--- config.mk ---
export PLATFORM = sky130hd
export DESIGN_NAME = idu_stage
export DESIGN_NICKNAME = d
export VERILOG_FILES = /design/src/rtl/idu_stage.sv
export SDC_FILE = /design/constraint.sdc
export NUM_CORES = 1
export LEC_CHECK = 0
export ABC_AREA = 1
export ABC_CLOCK_PERIOD_IN_PS = 13520
export BUFFER_PORTS_ARGS = -buffer_cell sky130_fd_sc_hd__buf_2
export CAP_MARGIN = 20
export CORE_MARGIN = 3
export CORE_UTILIZATION = 43
export CTS_BUF_LIST = sky130_fd_sc_hd__clkbuf_4 sky130_fd_sc_hd__clkbuf_8
export CTS_CLUSTER_DIAMETER = 30
export DETAILED_ROUTE_END_ITERATION = 8
export GPL_ROUTABILITY_DRIVEN = 0
export GPL_TIMING_DRIVEN = 0
export MAX_ROUTING_LAYER = met4
export PLACE_DENSITY = 0.67
export SYNTH_ARGS = -nofsm -noshare
export SYNTH_HDL_FRONTEND = slang
export SYNTH_SLANG_ARGS = --single-unit
--- constraint.sdc ---
create_clock -name clock -period 13.52 [get_ports clock]
set_input_delay 1.352 -clock clock [delete_from_list [all_inputs] [get_ports clock]]
set_output_delay 1.352 -clock clock [all_outputs]
set_load 0.03 [all_outputs]
--- src/rtl/idu_stage.sv ---
// ---------------------------------------------------------------------------
// idu_stage : RV32I instruction decode stage with a small decoded-record FIFO.
//
// Sits between the instruction fetch FSM and execute. Each accepted
// {pc, inst} pair is decoded combinationally and stored as a complete record
// in a DEPTH-entry circular buffer, so fetch keeps being accepted while
// execute stalls. Execute reads the head record over valid/ready. A flush
// from execute (branch/jump redirect) discards everything buffered.
//
// Ports
//   clock, reset       : rising-edge clock, synchronous active-high reset
//   valid_pre_i        : fetch record valid
//   ready_pre_o        : buffer has room (registered count only)
//   pc_i, inst_i       : fetched pc and instruction word
//   valid_post_o       : head record available
//   ready_post_i       : execute consumes the head record
//   flush_i            : drop all buffered records
//   pc_o, inst_o       : head pc and raw instruction
//   rd_o, rs1_o, rs2_o : raw register fields inst[11:7], [19:15], [24:20]
//   imm_o              : sign-extended immediate for the head type
//   inst_type_o        : R=0 I=1 S=2 B=3 U=4 J=5 illegal=7
//   rd_we_o            : head writes a non-zero rd
//   illegal_o          : head opcode not recognised
// All record outputs read 0 while the buffer is empty.
// ---------------------------------------------------------------------------
module idu_stage #(
  parameter int XLEN       = 32,
  parameter int REG_ADDR_W = 5,
  parameter int DEPTH      = 2
) (
  input  logic                  clock,
  input  logic                  reset,
  input  logic                  valid_pre_i,
  output logic                  ready_pre_o,
  input  logic [XLEN-1:0]       pc_i,
  input  logic [31:0]           inst_i,
  output logic                  valid_post_o,
  input  logic                  ready_post_i,
  input  logic                  flush_i,
  output logic [XLEN-1:0]       pc_o,
  output logic [31:0]           inst_o,
  output logic [REG_ADDR_W-1:0] rd_o,
  output logic [REG_ADDR_W-1:0] rs1_o,
  output logic [REG_ADDR_W-1:0] rs2_o,
  output logic [XLEN-1:0]       imm_o,
  output logic [2:0]            inst_type_o,
  output logic                  rd_we_o,
  output logic                  illegal_o
);

  localparam int PTR_W = (DEPTH > 1) ? $clog2(DEPTH) : 1;
  localparam int CNT_W = $clog2(DEPTH + 1);
  localparam logic [CNT_W-1:0] CNT_FULL = CNT_W'(DEPTH);

  // Instruction format codes presented on inst_type_o.
  localparam logic [2:0] TYPE_R       = 3'd0;
  localparam logic [2:0] TYPE_I       = 3'd1;
  localparam logic [2:0] TYPE_S       = 3'd2;
  localparam logic [2:0] TYPE_B       = 3'd3;
  localparam logic [2:0] TYPE_U       = 3'd4;
  localparam logic [2:0] TYPE_J       = 3'd5;
  localparam logic [2:0] TYPE_ILLEGAL = 3'd7;

  // RV32I base opcodes (inst[6:0]).
  localparam logic [6:0] OP_LUI    = 7'b0110111;
  localparam logic [6:0] OP_AUIPC  = 7'b0010111;
  localparam logic [6:0] OP_JAL    = 7'b1101111;
  localparam logic [6:0] OP_JALR   = 7'b1100111;
  localparam logic [6:0] OP_LOAD   = 7'b0000011;
  localparam logic [6:0] OP_OPIMM  = 7'b0010011;
  localparam logic [6:0] OP_SYSTEM = 7'b1110011;
  localparam logic [6:0] OP_BRANCH = 7'b1100011;
  localparam logic [6:0] OP_STORE  = 7'b0100011;
  localparam logic [6:0] OP_OP     = 7'b0110011;

  typedef struct packed {
    logic [XLEN-1:0]       pc;
    logic [31:0]           inst;
    logic [REG_ADDR_W-1:0] rd;
    logic [REG_ADDR_W-1:0] rs1;
    logic [REG_ADDR_W-1:0] rs2;
    logic [XLEN-1:0]       imm;
    logic [2:0]            inst_type;
    logic                  rd_we;
    logic                  illegal;
  } rec_t;

  // -------------------------------------------------------------------------
  // Combinational decode of the incoming instruction
  // -------------------------------------------------------------------------
  rec_t        dec_rec;
  logic [31:0] imm32;
  logic [2:0]  dec_type;

  // NOTE: every signal assigned in always_comb gets a default on entry, so no
  // path through the case statement can leave it unassigned and infer a latch.
  always_comb begin
    dec_type = TYPE_ILLEGAL;
    imm32    = 32'h0;
    unique case (inst_i[6:0])
      OP_LUI, OP_AUIPC: begin
        dec_type = TYPE_U;
        imm32    = {inst_i[31:12], 12'h000};
      end
      OP_JAL: begin
        dec_type = TYPE_J;
        imm32    = {{12{inst_i[31]}}, inst_i[19:12], inst_i[20],
                    inst_i[30:21], 1'b0};
      end
      OP_JALR, OP_LOAD, OP_OPIMM, OP_SYSTEM: begin
        dec_type = TYPE_I;
        imm32    = {{20{inst_i[31]}}, inst_i[31:20]};
      end
      OP_BRANCH: begin
        dec_type = TYPE_B;
        imm32    = {{20{inst_i[31]}}, inst_i[7], inst_i[30:25],
                    inst_i[11:8], 1'b0};
      end
      OP_STORE: begin
        dec_type = TYPE_S;
        imm32    = {{20{inst_i[31]}}, inst_i[31:25], inst_i[11:7]};
      end
      OP_OP: begin
        dec_type = TYPE_R;
        imm32    = 32'h0;
      end
      default: begin
        dec_type = TYPE_ILLEGAL;
        imm32    = 32'h0;
      end
    endcase

    dec_rec           = '0;
    dec_rec.pc        = pc_i;
    dec_rec.inst      = inst_i;
    dec_rec.rd        = REG_ADDR_W'(inst_i[11:7]);
    dec_rec.rs1       = REG_ADDR_W'(inst_i[19:15]);
    dec_rec.rs2       = REG_ADDR_W'(inst_i[24:20]);
    dec_rec.imm       = XLEN'($signed(imm32));
    dec_rec.inst_type = dec_type;
    dec_rec.illegal   = (dec_type == TYPE_ILLEGAL);
    // Writes to x0 are architecturally discarded, so they never request a
    // register-file write.
    dec_rec.rd_we     = ((dec_type == TYPE_R) || (dec_type == TYPE_I) ||
                         (dec_type == TYPE_U) || (dec_type == TYPE_J)) &&
                        (inst_i[11:7] != 5'd0);
  end

  // -------------------------------------------------------------------------
  // Record buffer control
  // -------------------------------------------------------------------------
  logic [CNT_W-1:0] count_q, count_d;
  logic [PTR_W-1:0] wr_ptr_q, wr_ptr_d;
  logic [PTR_W-1:0] rd_ptr_q, rd_ptr_d;
  rec_t             mem_q [DEPTH];
  rec_t             mem_d [DEPTH];
  logic             push;
  logic             pop;

  // Handshakes come from registered count alone, so ready_pre_o never has a
  // combinational path from ready_post_i.
  assign ready_pre_o  = (count_q != CNT_FULL);
  assign valid_post_o = (count_q != '0);

  // Flush cancels any handshake that coincides with it.
  assign push = valid_pre_i && ready_pre_o && !flush_i;
  assign pop  = valid_post_o && ready_post_i && !flush_i;

  // Pointers wrap modulo DEPTH.
  function automatic logic [PTR_W-1:0] ptr_inc(input logic [PTR_W-1:0] p);
    ptr_inc = (int'(p) == DEPTH - 1) ? '0 : p + PTR_W'(1);
  endfunction

  always_comb begin
    count_d  = count_q;
    wr_ptr_d = wr_ptr_q;
    rd_ptr_d = rd_ptr_q;
    if (flush_i) begin
      count_d  = '0;
      wr_ptr_d = '0;
      rd_ptr_d = '0;
    end else begin
      if (push) wr_ptr_d = ptr_inc(wr_ptr_q);
      if (pop)  rd_ptr_d = ptr_inc(rd_ptr_q);
      unique case ({push, pop})
        2'b10:   count_d = count_q + CNT_W'(1);
        2'b01:   count_d = count_q - CNT_W'(1);
        default: count_d = count_q;
      endcase
    end
  end

  always_comb begin
    mem_d = mem_q;
    if (push) mem_d[wr_ptr_q] = dec_rec;
  end

  // NOTE: state flops use non-blocking assignment so every flop samples the
  // pre-edge values of the others, matching real register behaviour.
  always_ff @(posedge clock) begin
    if (reset) begin
      count_q  <= '0;
      wr_ptr_q <= '0;
      rd_ptr_q <= '0;
    end else begin
      count_q  <= count_d;
      wr_ptr_q <= wr_ptr_d;
      rd_ptr_q <= rd_ptr_d;
    end
  end

  // NOTE: record storage is deliberately not reset; an entry is only ever
  // observed after it has been written, and the empty case is masked below.
  always_ff @(posedge clock) begin
    mem_q <= mem_d;
  end

  // -------------------------------------------------------------------------
  // Head record presentation (zeroed while empty)
  // -------------------------------------------------------------------------
  rec_t head;

  always_comb begin
    head = '0;
    if (valid_post_o) head = mem_q[rd_ptr_q];
  end

  assign pc_o        = head.pc;
  assign inst_o      = head.inst;
  assign rd_o        = head.rd;
  assign rs1_o       = head.rs1;
  assign rs2_o       = head.rs2;
  assign imm_o       = head.imm;
  assign inst_type_o = head.inst_type;
  assign rd_we_o     = head.rd_we;
  assign illegal_o   = head.illegal;

endmodule

==> results of run 1 <==
==> worst max-delay path: cells and delay by family (launching register included) <==
kind	cells	cell delay [ns]
AOI/OAI and AO/OA	1	0.26
buffers and inverters	4	1.09
DFF	1	0.35
and+or+nand+nor	1	0.10
==> Yosys cell counts (2+ instances only) <==
master    count
buf_2        28
inv_1        20
o21ai_0       3
nor2_2        2
clkbuf_1      8
nand2_2       6
inv_2         2
nand4_1      11
nand3_2       2
a21oi_1     105
dfxtp_1       4
nand3_1       3
edfxtp_1    202
buf_4        15
nor2_1       23
nor3_1        2
nand2_1     261
nor2_4        3
==> power breakdown <==
| group | total (mW) | internal, mW | switching (mW) |
|---|---|---|---|
| logic | 0.0851 | 0.0261 | 0.0590 |
| registers | 0.721 | 0.718 | 0.00329 |
| clock network | 0.661 | 0.401 | 0.260 |
==> through the flow <==
step,worst slack (ns),util,total power [mW],cell area (um^2)
2_1_floorplan,7.151,-,0.7815,8398
3_3_place_gp,4.518,0.5093,0.8174,9654
3_5_place_dp,10.14,0.5183,0.8193,9824
4_1_cts,9.872,0.5649,1.482,10710
5_1_grt,9.694,0.5653,1.522,10720
6_report,9.860,0.5654,1.467,10720
==> cell type report <==
class	count	area (um^2)
Fill cell	1644	8238
Clock inverter	24	219.0
Tap cell	260	325.3
Antenna cell	4	10.01
Buffer	52	294.0
Multi-Input combinational cell	429	1891
Timing Repair Buffer	193	1086
Inverter	22	82.58
Clock buffer	51	664.4
Sequential cell	206	6146
==> flip-flops by register name, indices dropped and copies added (netlist names) <==
name      cells
wr_ptr_q      1
rd_ptr_q      1
mem_q       202
count_q       2
==> final timing paths <==
path / cells past startpoint / endpoint / start
setup / recovery: 6 / rs2_o[0] / rd_ptr_q
hold / removal: 2 / count_q[0] / count_q[0]
setup reg to reg: 6 / mem_q[7] / count_q[0]
hold reg to reg: 2 / count_q[0] / count_q[0]
==> cell families (layout without fill, tap and decap cells) <==
| group | Yosys count | after routing | synth area share |
|---|---|---|---|
| flip-flops | 206 | 206 | 0.7318 |
| AO/OA/AOI/OAI | 109 | 109 | 0.06526 |
| other | 0 | 4 | 0 |
| buffers and inverters | 74 | 342 | 0.04484 |
| AND/OR/NAND/NOR | 319 | 319 | 0.1566 |
| adder cells (fa/ha/maj) | 1 | 1 | 0.001490 |
==> metal layers <==
layer	vias to the layer above	share of wire
met1	2835	0.42
met4	0	0.024
met5	-	0
met2	204	0.48
li1	2927	-
met3	41	0.075
==> impl_results.md, run 1 <==
- Post-Route Skew: ~0.015 ns
- Fin. Hold Viols: 0
- Per-cell routed wire length: around 17 um
- Worst hold slack: approximately 0.52 ns
- DIE HEIGHT: 145.8 um
- Commonest non-fill, non-tap cell in the layout: nand2_1
- Max clock buf depth: 3
- Share of layout cells above drive strength 1: 0.3286
- I/O pins: 187
- Leak: 4.538 nW
- Post-route insts no fill: roughly 1.2k
- IO Port Bufs: around 190
- Cells after Synth: a little over 700
- Inserted Clock Buffers: 42
- Status: finished clean
- Net Count, Synth: between 700 and 800
- Slew headroom: 0.4615
- Tightest Pin Transition: between 0.8 and 0.9 ns
- Worst-skew pair later-pin latency: approximately 0.51 ns
- Number of antenna violations at the first check in global routing: 3
- Hold_buf cts: 0
- Busiest grt layer: met2
- Grt ovf: 0
- GR Util met1: 0.2592
- P&R area growth vs syn: 27.62%
- Core Region: about 19000 um^2
- Register area share after synthesis: 0.7318
- Clock slew at reported path FFs: around 0.06 ns
- Crit path largest cell delay: ~0.44 ns
- Worst path slowest cell: clkbuf_1
- First-pass GRT wire length: 32.16 mm
- Crit path required time: ~12 ns
- Global Route met2 Usage: 0.3082
- Crit Path Class: reg -> out
- Yosys top cell area share: 0.7223
- Routed vias: 6007
- Post-Route WL: 20.59 mm
- Met3 global-route usage: 0.04298
- Die span in x: ~150 um
- Clock sink count: roughly 210
- Most frequent CP cell: buf_2
- H-tree levels: 2
- Top cell type by total area after synthesis: edfxtp_1
- Final ANT Viol Nets: 0
- Max Cap Viol: 0
- Seq cells post-synth: ~200
- Ys flop type: edfxtp_1
- PostCTS Resize Cnt: 0
- Remaining DRCs: 0
- Synth cell types: 27
- Vias in the first global route: approximately 6k
- Achievable clock frequency: 0.2733 GHz
- Synth warnings: 0
- Starting DRC count in detailed routing: around 350
- Drt pass-1 iters: 5
- Postcts setup bufs: 0
- Synthesized cell area: 8398 um^2
- EDFF count, synth: just over 200
- Crit. End Element: output port
- Number of nets in the layout: between 1k and 1.5k
- CTS tree: built
- Max-slew violations: 0
- RSZ-0062 raised after global routing: no
- Setup tns final: 0 ns
- Worst VDD drop: 85.33 uV
- Ys async rst share: 0
- Commonest non-fill, non-tap cells in the layout: nand2_1 (261), buf_2 (214), edfxtp_1 (202)
- Final cycle utilization of the critical path: 0.2707
- Dpl cells: between 1k and 1.5k
- Root Buffer: clkbuf_8
- Hpwl dp: 14.16 mm
- Crit-path cells: buf_2, clkbuf_1, nand2_1, a21oi_1, buf_4, buf_2
- # setup viols final: 0
- Largest cells by area after synthesis: edfxtp_1 (72%), nand2_1 (12%), a21oi_1 (6.3%)
- PD cells: ~140 nW/um^2
- Full die area: between 20000 and 25000 um^2
- Data arrival, critical path: roughly 2.3 ns
- Syn Area/Cell: 11.84 um^2
- Starting Density: 0.4430
- Post-route minimum period: ~3.7 ns
- Maximum fanout along the worst path: 10
- Num rows: 50
- Worst min path class: reg -> reg
- Reg2Reg Setup Slack: approximately 11 ns
- Gr usage total: 0.1972
- Vias/cell: 4.840
- Pin count of the biggest net entering global routing: 33
- Critical Path Start Type: register
Power figures use the tool's default switching activity.
==> run 2, diff against run 1 <==
- ABC_CLOCK_PERIOD_IN_PS: 13520 -> 3200
- PLACE_DENSITY: 0.67 -> 0.69
- clock period: 13.52 -> 3.2 ns (I/O delays scaled with it)
==> run 2 against run 1 <==
Net effect: flip-flop and latch count unchanged; non-clock buffer count increased by 45; register-to-register slack got worse by 10 ns; largest power group unchanged; highest routed layer unchanged.
==> impl_results.md, run 2 (synthesized netlist as in run 1, its figures left out) <==
- Status: finished clean
- Hold_buf cts: 46 (+46)
- Grt ovf: 0 (unchanged)
- Achievable clock frequency: between 0.3 and 0.4 GHz
- Crit path largest cell delay: 0.46 ns (+0.02 ns)
- Worst path slowest cell: clkbuf_1
- Fin. Hold Viols: 0 (unchanged)
- Tightest Pin Transition: 0.8740 ns (+0.06815 ns)
- Clock sink count: 206 (unchanged)
- Core Region: 18960 um^2 (unchanged)
- Per-cell routed wire length: 16.90 um (+1.9%)
- Max Cap Viol: 0 (unchanged)
- Maximum fanout along the worst path: 10 (unchanged)
- Slew headroom: 0.4160 (-0.04554)
- PD cells: 572.2 nW/um^2 (+320%)
- Root Buffer: clkbuf_8
- Gr usage total: 0.2050 (+0.007737)
- Vias in the first global route: 6326 (+6.4%)
- Final cycle utilization of the critical path: 0.8307
- Post-Route Skew: 0.01621 ns (+0.0008913 ns)
- Reg2Reg Setup Slack: 1.02 ns (-10.19 ns)
- Number of antenna violations at the first check in global routing: 0 (-3)
- Number of nets in the layout: 1062 (+4.5%)
- PostCTS Resize Cnt: 0 (unchanged)
- H-tree levels: 2 (unchanged)
- First-pass GRT wire length: 33.32 mm (+3.6%)
- Clock slew at reported path FFs: 0.06 ns (about the same)
- Switching share of power: 0.2254 (+0.005716)
- Flip-flop and latch area: 6146 um^2 (unchanged)
- Leak: 4.759 nW (+4.9%)
- RSZ-0062 raised after global routing: no
- CP bufs+invs: 3 (-1)
- Clock network power share: 0.462 (+0.011)
- Psw: 1.445 mW (+350%)
- Full die area: 21240 um^2 (unchanged)
- Total power: 6.411 mW (+340%)
- Antenna Cells: 0 (-4)
- Crit. End Element: output port
- Critical Path Start Type: register
- Post-route minimum period: approximately 2.7 ns
- Post-Route WL: 21.73 mm (+5.6%)
- CTS tree: built
- Final ANT Viol Nets: 0 (unchanged)
- Most frequent CP cell: buf_2
- Commonest non-fill, non-tap cell in the layout: nand2_1
- Multi-input gate area: 1891 um^2 (unchanged)
- Die span in x: 145.8 um (unchanged)
- Drt pass-1 iters: 5 (unchanged)
- IO Port Bufs: 186 (unchanged)
- # setup viols final: 0 (unchanged)
- Starting Density: 0.4430 (unchanged)
- # fillers: 1578 (-4.0%)
- Pin count of the biggest net entering global routing: 30 (-9.1%)
- Max clock buf depth: 3 (unchanged)
- Starting DRC count in detailed routing: 380 (+10%)
- Data arrival, critical path: 2.34 ns (+0.03 ns)
- Biggest regs: mem_q: 202 flops, count_q: 2 flops
- Vias/cell: 4.894 (+1.1%)
- Max-slew violations: 0 (unchanged)
- Crit-path cells: buf_2, clkbuf_1, nand2_1, a21oi_1, buf_2
- I/O pins: 187 (unchanged)
- Worst-skew pair later-pin latency: 0.55 ns (+0.04 ns)
- Remaining DRCs: 0 (unchanged)
- Share of layout cells above drive strength 1: 0.3197 (-0.008869)
- DIE HEIGHT: 145.8 um (unchanged)
- Hpwl dp: 14.14 mm (-0.14%)
- Worst min path class: in -> reg
- Sequential share of power: 0.475 (-0.016)
- Worst hold slack: 0.01699 ns (-0.5012 ns)
- P&R area growth vs syn: 33.42%
- Crit path required time: 2.88 ns (-9.29 ns)
- Top cell family by delay on the critical path: buffers and inverters
- Int Power: 4.966 mW (+330%)
- Worst VDD drop: 479.5 uV (+460%)
- Commonest non-fill, non-tap cells in the layout: nand2_1 (261), buf_2 (214), edfxtp_1 (202)
- Num rows: 50 (unchanged)
- Routed vias: 6294 (+4.8%)
- Setup tns final: 0 ns (unchanged)
- Crit Path Class: reg -> out
- Inserted Clock Buffers: 43 (+2.4%)
- Postcts setup bufs: 0 (unchanged)
- Largest register FFs: 202 (unchanged)
- Most flops, register: mem_q
- Combinational power share: 0.063 (+0.005)
## run 2: stage by stage
stage                     area [um^2]  utilization  instances  worst slack, ns
after floorplan                  8403            -        709          -0.7798
after global placement           9659       0.5096       1155           -2.087
after detailed placement         9804       0.5172       1161            1.027
after CTS                       11200       0.5911       1286           0.5161
after global routing            11200       0.5911       1286           0.4178
final                           11200       0.5911       1286           0.5417
## run 2: power by group through the flow
| stage | sequential (mW) | combinational [mW] | clock [mW] |
|---|---|---|---|
| finish | 3.05 | 0.404 | 2.96 |
| global route | 3.05 | 0.438 | 3.16 |
| CTS | 3.05 | 0.406 | 3.02 |
| detailed placement | 3.10 | 0.359 | 0 |
| global placement | 3.11 | 0.337 | 0 |
| floorplan | 3.10 | 0.194 | 0 |
## run 2: final cells by class
cell class	count	area share
Tap cell	260	0.02903
Clock inverter	28	0.02513
Inverter	22	0.007370
Buffer	52	0.02624
Sequential cell	206	0.5485
Timing Repair Buffer	238	0.1362
Multi-Input combinational cell	429	0.1687
Clock buffer	51	0.05874
## run 2: path summary, 6_finish.rpt
path              start         end  depth (start not counted)
min reg2reg  count_q[0]  count_q[0]                          2
max reg2reg  count_q[0]    mem_q[7]                          5
min           inst_i[1]  mem_q[169]                          1
max            rd_ptr_q   inst_o[5]                          5
## run 2: routing by layer
layer / vias up / track usage / share of wire
met1: 2975 / 0.2476 / 0.42
li1: 3021 / - / -
met4: 0 / 0.06980 / 0.020
met5: - / - / 0
met2: 262 / 0.3438 / 0.49
met3: 36 / 0.04391 / 0.073
